## src/rtl/rv32i_pkg.sv

```systemverilog
// Shared RV32I fetch-stage definitions: PC FSM states, step sizes and the
// redirect target alignment rule.
package rv32i_pkg;

  typedef enum logic [1:0] {
    BOOT = 2'd0,
    RUN  = 2'd1,
    HALT = 2'd2
  } pc_state_e;

  localparam int PC_STEP_WORD = 4;
  localparam int PC_STEP_HALF = 2;

  // With compressed support only halfword alignment is required.
  function automatic logic target_aligned(input logic [1:0] low_bits, input bit c_ext);
    return c_ext ? ~low_bits[0] : (low_bits == 2'b00);
  endfunction

endpackage

```

## src/rtl/pc_gen_unit_if.sv

```systemverilog
// Fetch-side bundle of the PC generation unit: pipeline control in, fetch
// request, link address and misalign report out.
interface pc_gen_unit_if #(parameter int XLEN = 32) ();
  logic            stall_i;
  logic            fetch_ready_i;
  logic            compressed_i;
  logic            redirect_valid_i;
  logic [XLEN-1:0] redirect_pc_i;
  logic            trap_valid_i;
  logic [XLEN-1:0] trap_vec_i;
  logic            halt_i;
  logic            resume_i;
  logic [XLEN-1:0] pc_o;
  logic            pc_valid_o;
  logic [XLEN-1:0] link_o;
  logic            misalign_o;
  logic [XLEN-1:0] misalign_addr_o;

  modport master (
    output stall_i, fetch_ready_i, compressed_i, redirect_valid_i, redirect_pc_i,
           trap_valid_i, trap_vec_i, halt_i, resume_i,
    input  pc_o, pc_valid_o, link_o, misalign_o, misalign_addr_o
  );

  modport slave (
    input  stall_i, fetch_ready_i, compressed_i, redirect_valid_i, redirect_pc_i,
           trap_valid_i, trap_vec_i, halt_i, resume_i,
    output pc_o, pc_valid_o, link_o, misalign_o, misalign_addr_o
  );
endinterface

```

## src/rtl/pc_step_adder.sv

```systemverilog
// Adds a 2- or 4-byte step to a PC; the carry-out is dropped so the
// address space wraps.
module pc_step_adder
  import rv32i_pkg::*;
#(
  parameter int XLEN = 32
) (
  input  logic [XLEN-1:0] base,
  input  logic            half_step,
  output logic [XLEN-1:0] sum
);

  logic [XLEN-1:0] step;

  assign step = half_step ? XLEN'(PC_STEP_HALF) : XLEN'(PC_STEP_WORD);
  assign sum  = base + step;

endmodule

```

## src/rtl/pc_gen_unit.sv

```systemverilog
// Fetch PC generator: BOOT/RUN/HALT control, trap > redirect > halt > advance
// priority, misaligned-redirect reporting and the JAL/JALR link address.
module pc_gen_unit
  import rv32i_pkg::*;
#(
  parameter int              XLEN         = 32,
  parameter logic [XLEN-1:0] RESET_VECTOR = '0,
  parameter bit              C_EXT        = 1'b0
) (
  input  logic            clk,
  input  logic            rst,
  pc_gen_unit_if.slave    bus
);

  pc_state_e       state, state_next;
  logic [XLEN-1:0] pc, pc_next, seq_pc;
  logic            misalign, misalign_next;
  logic [XLEN-1:0] misalign_addr, misalign_addr_next;
  logic            half_step;
  logic            redirect_ok;

  assign half_step   = C_EXT && bus.compressed_i;
  assign redirect_ok = target_aligned(bus.redirect_pc_i[1:0], C_EXT);

  pc_step_adder #(.XLEN(XLEN)) u_next_adder (
    .base      (pc),
    .half_step (half_step),
    .sum       (seq_pc)
  );

  pc_step_adder #(.XLEN(XLEN)) u_link_adder (
    .base      (pc),
    .half_step (half_step),
    .sum       (bus.link_o)
  );

  always_comb begin
    state_next         = state;
    pc_next            = pc;
    misalign_next      = 1'b0;
    misalign_addr_next = misalign_addr;

    if (bus.trap_valid_i) begin
      pc_next = bus.trap_vec_i;
    end else if (bus.redirect_valid_i) begin
      if (redirect_ok) begin
        pc_next = bus.redirect_pc_i;
      end else begin
        misalign_next      = 1'b1;
        misalign_addr_next = bus.redirect_pc_i;
      end
    end else if (state == RUN && !bus.halt_i && bus.fetch_ready_i && !bus.stall_i) begin
      pc_next = seq_pc;
    end

    // A trap always leaves the unit fetching; halt only wins over redirects.
    unique case (state)
      BOOT:    state_next = bus.halt_i ? HALT : RUN;
      RUN:     if (bus.halt_i && !bus.trap_valid_i) state_next = HALT;
      HALT:    if (bus.trap_valid_i || (bus.resume_i && !bus.halt_i)) state_next = RUN;
      default: state_next = BOOT;
    endcase
  end

  always_ff @(posedge clk) begin
    if (rst) begin
      state         <= BOOT;
      pc            <= RESET_VECTOR;
      misalign      <= 1'b0;
      misalign_addr <= '0;
    end else begin
      state         <= state_next;
      pc            <= pc_next;
      misalign      <= misalign_next;
      misalign_addr <= misalign_addr_next;
    end
  end

  assign bus.pc_o            = pc;
  assign bus.pc_valid_o      = (state == RUN);
  assign bus.misalign_o      = misalign;
  assign bus.misalign_addr_o = misalign_addr;

endmodule
```

## src/flat_wrapper.sv

```systemverilog
// flat-port wrapper written by rule: the top's interface ports become plain ports
module pc_gen_unit_flat import rv32i_pkg::*;
#(
  parameter int              XLEN         = 32,
  parameter logic [XLEN-1:0] RESET_VECTOR = '0,
  parameter bit              C_EXT        = 1'b0
)
  (clk, rst, bus_stall_i, bus_fetch_ready_i, bus_compressed_i, bus_redirect_valid_i, bus_redirect_pc_i, bus_trap_valid_i, bus_trap_vec_i, bus_halt_i, bus_resume_i, bus_pc_o, bus_pc_valid_o, bus_link_o, bus_misalign_o, bus_misalign_addr_o);
  pc_gen_unit_if #(.XLEN(XLEN)) bus_i ();
  input  logic clk;
  input  logic rst;
  input wire logic [$bits(bus_i.stall_i)-1:0] bus_stall_i;
  input wire logic [$bits(bus_i.fetch_ready_i)-1:0] bus_fetch_ready_i;
  input wire logic [$bits(bus_i.compressed_i)-1:0] bus_compressed_i;
  input wire logic [$bits(bus_i.redirect_valid_i)-1:0] bus_redirect_valid_i;
  input wire logic [$bits(bus_i.redirect_pc_i)-1:0] bus_redirect_pc_i;
  input wire logic [$bits(bus_i.trap_valid_i)-1:0] bus_trap_valid_i;
  input wire logic [$bits(bus_i.trap_vec_i)-1:0] bus_trap_vec_i;
  input wire logic [$bits(bus_i.halt_i)-1:0] bus_halt_i;
  input wire logic [$bits(bus_i.resume_i)-1:0] bus_resume_i;
  output wire logic [$bits(bus_i.pc_o)-1:0] bus_pc_o;
  output wire logic [$bits(bus_i.pc_valid_o)-1:0] bus_pc_valid_o;
  output wire logic [$bits(bus_i.link_o)-1:0] bus_link_o;
  output wire logic [$bits(bus_i.misalign_o)-1:0] bus_misalign_o;
  output wire logic [$bits(bus_i.misalign_addr_o)-1:0] bus_misalign_addr_o;
  assign bus_i.stall_i = bus_stall_i;
  assign bus_i.fetch_ready_i = bus_fetch_ready_i;
  assign bus_i.compressed_i = bus_compressed_i;
  assign bus_i.redirect_valid_i = bus_redirect_valid_i;
  assign bus_i.redirect_pc_i = bus_redirect_pc_i;
  assign bus_i.trap_valid_i = bus_trap_valid_i;
  assign bus_i.trap_vec_i = bus_trap_vec_i;
  assign bus_i.halt_i = bus_halt_i;
  assign bus_i.resume_i = bus_resume_i;
  assign bus_pc_o = bus_i.pc_o;
  assign bus_pc_valid_o = bus_i.pc_valid_o;
  assign bus_link_o = bus_i.link_o;
  assign bus_misalign_o = bus_i.misalign_o;
  assign bus_misalign_addr_o = bus_i.misalign_addr_o;
  pc_gen_unit #(.XLEN(XLEN), .RESET_VECTOR(RESET_VECTOR), .C_EXT(C_EXT)) u_core (.clk(clk), .rst(rst), .bus(bus_i));
endmodule
```

## config.mk

```make
export PLATFORM = sky130hd
export DESIGN_NAME = pc_gen_unit_flat
export DESIGN_NICKNAME = d
export VERILOG_FILES = /design/src/rtl/rv32i_pkg.sv /design/src/rtl/pc_gen_unit_if.sv /design/src/rtl/pc_step_adder.sv /design/src/rtl/pc_gen_unit.sv /design/src/flat_wrapper.sv
export SDC_FILE = /design/constraint.sdc
export NUM_CORES = 1
export LEC_CHECK = 0
export ABC_AREA = 1
export BUFFER_PORTS_ARGS = -buffer_cell sky130_fd_sc_hd__buf_2
export CAP_MARGIN = 20
export CORE_MARGIN = 4
export CORE_UTILIZATION = 51
export DETAILED_ROUTE_END_ITERATION = 10
export PLACE_DENSITY = 0.86
export SYNTH_ARGS = -nofsm -noshare
export SYNTH_HDL_FRONTEND = slang
export SYNTH_SLANG_ARGS = --single-unit
```

## constraint.sdc

```tcl
create_clock -name clk -period 3.35 [get_ports clk]
set_clock_uncertainty 0.15 [all_clocks]
set_input_delay 0.1675 -clock clk [delete_from_list [all_inputs] [get_ports clk]]
set_output_delay 0.1675 -clock clk [all_outputs]
set_load 0.01 [all_outputs]
```

==> flow_summary.rst <==
.. list-table::
   :header-rows: 1

   * - Metric
     - Value
   * - Ant diodes
     - 0
   * - Sinks on Clock Net
     - 67
   * - Path category of the worst min-delay check
     - primary input to flip-flop
   * - Placer's final routability congestion estimate
     - 0.981
   * - Cell family with the largest share of critical-path delay
     - buffers and inverters
   * - Maximum number of pins on one net before global-route repair
     - 35
   * - Number of register bits inferred by synthesis
     - 67
   * - Crit path max-delay cell type
     - sky130_fd_sc_hd__inv_1
   * - Sequential share of the synthesized area
     - a little over a third
   * - Clock tree from TritonCTS
     - yes
   * - Average wire per cell in the routed design
     - 15.7 µm
   * - DP Area
     - 4630 µm²
   * - Register-to-Register Setup Slack
     - 1.11 ns
   * - Required time of the critical path
     - 3.48 ns
   * - Via Count
     - approximately 4600
   * - Portion of total power attributed to sequential cells
     - 45.3%
   * - Die boundary width
     - 94.3 µm
   * - Data arrival, critical path
     - around 3.1 ns
   * - Clock network power share
     - 30.3%
   * - Clock latency at the later pin of the worst-skew pair
     - 0.33 ns
   * - Cell leakage power
     - around 2.6 nW
   * - Max-slew violation count
     - 0
   * - Critical path peak fanout
     - 33
   * - Die outline area
     - slightly below 9000 µm²
   * - Initial antenna violation count
     - 0
   * - Sort of element at the start of the critical path
     - primary input
   * - Proportion of layout cells with a drive suffix above 1
     - 29.2%
   * - Violation count after the first detailed-route iteration
     - 376
   * - Total nets after synthesis
     - 629
   * - Synth top area share
     - 35.3%
   * - Combinational Power Share
     - 24.4%
   * - First-pass GRT wire length
     - around 21000 µm
   * - Post-Syn Area
     - 3800 µm²
   * - Actual slew at the worst max-slew pin
     - 0.983 ns
   * - Area overhead of the layout relative to synthesis
     - 37.3%
   * - Drt via density
     - between 5 and 6
   * - Total number of placement rows
     - 31
   * - Count of final hold-check violations
     - 0
   * - Switching portion of total power
     - between 30% and 40%
   * - Maximum buffer depth of the clock tree
     - 2
   * - Power density over the cells
     - a little under 400 nW/µm²
   * - Number of max-cap violations
     - 0
   * - Combined flip-flop and latch cell area
     - approximately 1300 µm²
   * - Num CTS Buffers
     - 9
   * - Worst vdd rail ir drop
     - 0.249 mV
   * - Count of buffering cells on the critical path with inverters included
     - 4
   * - Setup repair after global routing missed its margin
     - no
   * - Layout Nets
     - 822
   * - Worst setup slack after layout
     - ~0.35 ns
   * - Placed wire-length estimate
     - 9170 µm
   * - Area of the multi-input gates
     - 2170 µm²
   * - Number of distinct standard cells referenced by the synthesized netlist
     - 31
   * - List of cells traversed by the critical path
     - dlygate4sd3_1, buf_2, nor2_1, nor2_4, inv_1, nand2_1, nand2_1, a21oi_1, dlygate4sd3_1
   * - Number of inserted filler cells in the final layout
     - 607
   * - Syn. warnings
     - 0
   * - Outcome
     - complete, no violations
   * - Final critical delay including setup and external delays
     - around 3 ns
   * - DRT Wirelength
     - 13400 µm
   * - Total net switching power
     - 0.673 mW
   * - Post-detailed-route DRC marker count
     - 0
   * - Sum of overflow across all layers after global routing
     - 0
   * - Kind of capture point of the worst setup path
     - flip-flop
   * - Cells after synthesis
     - 555
   * - Vias in the first global route
     - 4260
   * - Average cell area after synthesis
     - 6.84 µm²
   * - Master cell of the clock root buffer
     - sky130_fd_sc_hd__clkbuf_8
   * - Number of instances resized during post-cts repair
     - 0
   * - Slew headroom
     - between 30 and 40%
   * - 1st-pass router iterations
     - 6
   * - Vertical extent of the die
     - 94.3 µm
   * - Initial core utilization
     - 52.4%
   * - Post-Place Setup Slack
     - 0.874 ns
   * - F_max
     - 334 MHz
   * - Number of antenna-violating nets in the routed design
     - 0
   * - Clock-pin slew on the worst setup and hold paths
     - 0.08 ns
   * - Total GRT Usage
     - roughly 30%
   * - # IOs
     - between 150 and 200
   * - Cell type with the largest total area after synthesis
     - sky130_fd_sc_hd__dfxtp_1
   * - Number of levels the H-tree was split into
     - 3
   * - Type of the setup path with the least slack
     - primary input to flip-flop
   * - PortBufs
     - roughly 170
   * - Core footprint
     - 7250 µm²
   * - Cell area after layout
     - 5220 µm²
   * - Top post-synthesis cells by area
     - sky130_fd_sc_hd__dfxtp_1 (35%), sky130_fd_sc_hd__nor2_1 (11%), sky130_fd_sc_hd__nand2_1 (11%)
   * - Internal power summed over all cells
     - 1.38 mW
   * - Setup tns final
     - 0 ns
   * - Fraction of the cycle the final worst path needs
     - 89.5%
   * - Setup-violating endpoint count in the final report
     - 0
   * - Maximum single-stage delay on the critical path
     - between 0.6 and 0.7 ns
-- registers in the layout, indices dropped and copies added, names as in the netlist --
register / count
u_core.bus.misalign_addr_o: 32
u_core.bus.pc_o: 32
u_core.state: 2
u_core.bus.misalign_o: 1
-- stage by stage --
step	total power, mW	instances	hold slack [ns]	util (%)
2_1_floorplan	1.20	555	0.152	-
3_3_place_gp	1.39	796	0.257	63.9
3_5_place_dp	1.40	796	0.265	63.9
4_1_cts	2.05	852	0.0472	71.9
5_1_grt	2.15	852	0.0592	71.9
6_report	2.06	852	0.0480	71.9
-- layout by cell type (no fill, tap or decap), types with 7 or more instances in the layout --
cell type / Yosys / final
sky130_fd_sc_hd__a21oi_1: 39 / 39
sky130_fd_sc_hd__a22o_1: 26 / 26
sky130_fd_sc_hd__buf_2: 4 / 169
sky130_fd_sc_hd__clkbuf_8: 0 / 11
sky130_fd_sc_hd__dfxtp_1: 67 / 67
sky130_fd_sc_hd__dlygate4sd3_1: 0 / 40
sky130_fd_sc_hd__inv_1: 29 / 29
sky130_fd_sc_hd__nand2_1: 113 / 113
sky130_fd_sc_hd__nand3_1: 15 / 15
sky130_fd_sc_hd__nor2_1: 116 / 116
sky130_fd_sc_hd__nor2_4: 10 / 10
sky130_fd_sc_hd__o21ai_0: 55 / 55
sky130_fd_sc_hd__o21ai_1: 7 / 7
sky130_fd_sc_hd__xor2_1: 7 / 7
-- cells in the mapped netlist (all sizes together) --
master,instances
a21oi,40
a221oi,1
a22o,26
and2,6
buf,13
clkbuf,17
dfxtp,67
ha,1
inv,33
nand2,119
nand3,15
nand3b,5
nand4,2
nor2,132
o211ai,1
o21ai,62
xnor2,2
xor2,13
-- path summary, 6_finish.rpt --
| kind | cells past startpoint | endpoint | startpoint |
|---|---|---|---|
| setup / recovery | 9 | u_core.bus.pc_o[1] | bus_redirect_pc_i[1] |
| setup reg to reg | 7 | u_core.bus.pc_o[12] | u_core.state[0] |
| hold reg to reg | 2 | u_core.bus.misalign_addr_o[15] | u_core.bus.misalign_addr_o[15] |
| hold / removal | 5 | u_core.bus.pc_o[3] | bus_trap_vec_i[3] |
-- tightest hold or removal path, stage by stage --
cell,delay (ns)
sky130_fd_sc_hd__buf_2,0.07
sky130_fd_sc_hd__nand2_1,0.04
sky130_fd_sc_hd__nand3_1,0.08
sky130_fd_sc_hd__nor2_1,0.05
sky130_fd_sc_hd__nor2_1,0.08
-- per-layer routing --
layer / GRT usage [%] / routed length [µm]
met3: 5.69 / 1290
met4: 14.2 / 567
met5: 0 / 0
met1: 38.1 / 5260
met2: 47.5 / 6270
-- what timing repair did --
action | CTS | global route
endpoints found under the setup margin | 0 | 0
hold buffers | 40 | 0
setup buffers | 0 | 0
hold endpoints to repair | 38 | 0
-- cells by family (layout without fill, tap and decap cells) --
kind of cell	Yosys count	after routing	synth area share, %
buffers and inverters	63	261	7.44
XOR/XNOR	15	15	4.64
adder cells (fa/ha/maj)	1	1	0.329
flip-flops	67	67	35.3
AND/OR/NAND/NOR	279	279	32.1
AO/OA/AOI/OAI	130	130	20.2
-- layout make-up --
type / instances / area share, %
repair buffers: 212 / 24.3
multi-input cells: 425 / 41.7
clock buffers: 12 / 2.98
inverters: 33 / 2.42
well taps: 99 / 2.38
flip-flops and latches: 67 / 25.7
clock inverters: 4 / 0.480
-- power groups by stage --
stage          combinational [mW]  sequential (mW)  clock [mW]
4_1_cts                     0.492            0.928       0.626
3_5_place_dp                0.454            0.946           0
5_1_grt                     0.546            0.940       0.664
6_report                    0.502            0.932       0.623
3_3_place_gp                0.445            0.943           0
2_1_floorplan               0.241            0.962           0
Note: power is estimated with default switching activity, not from simulation.
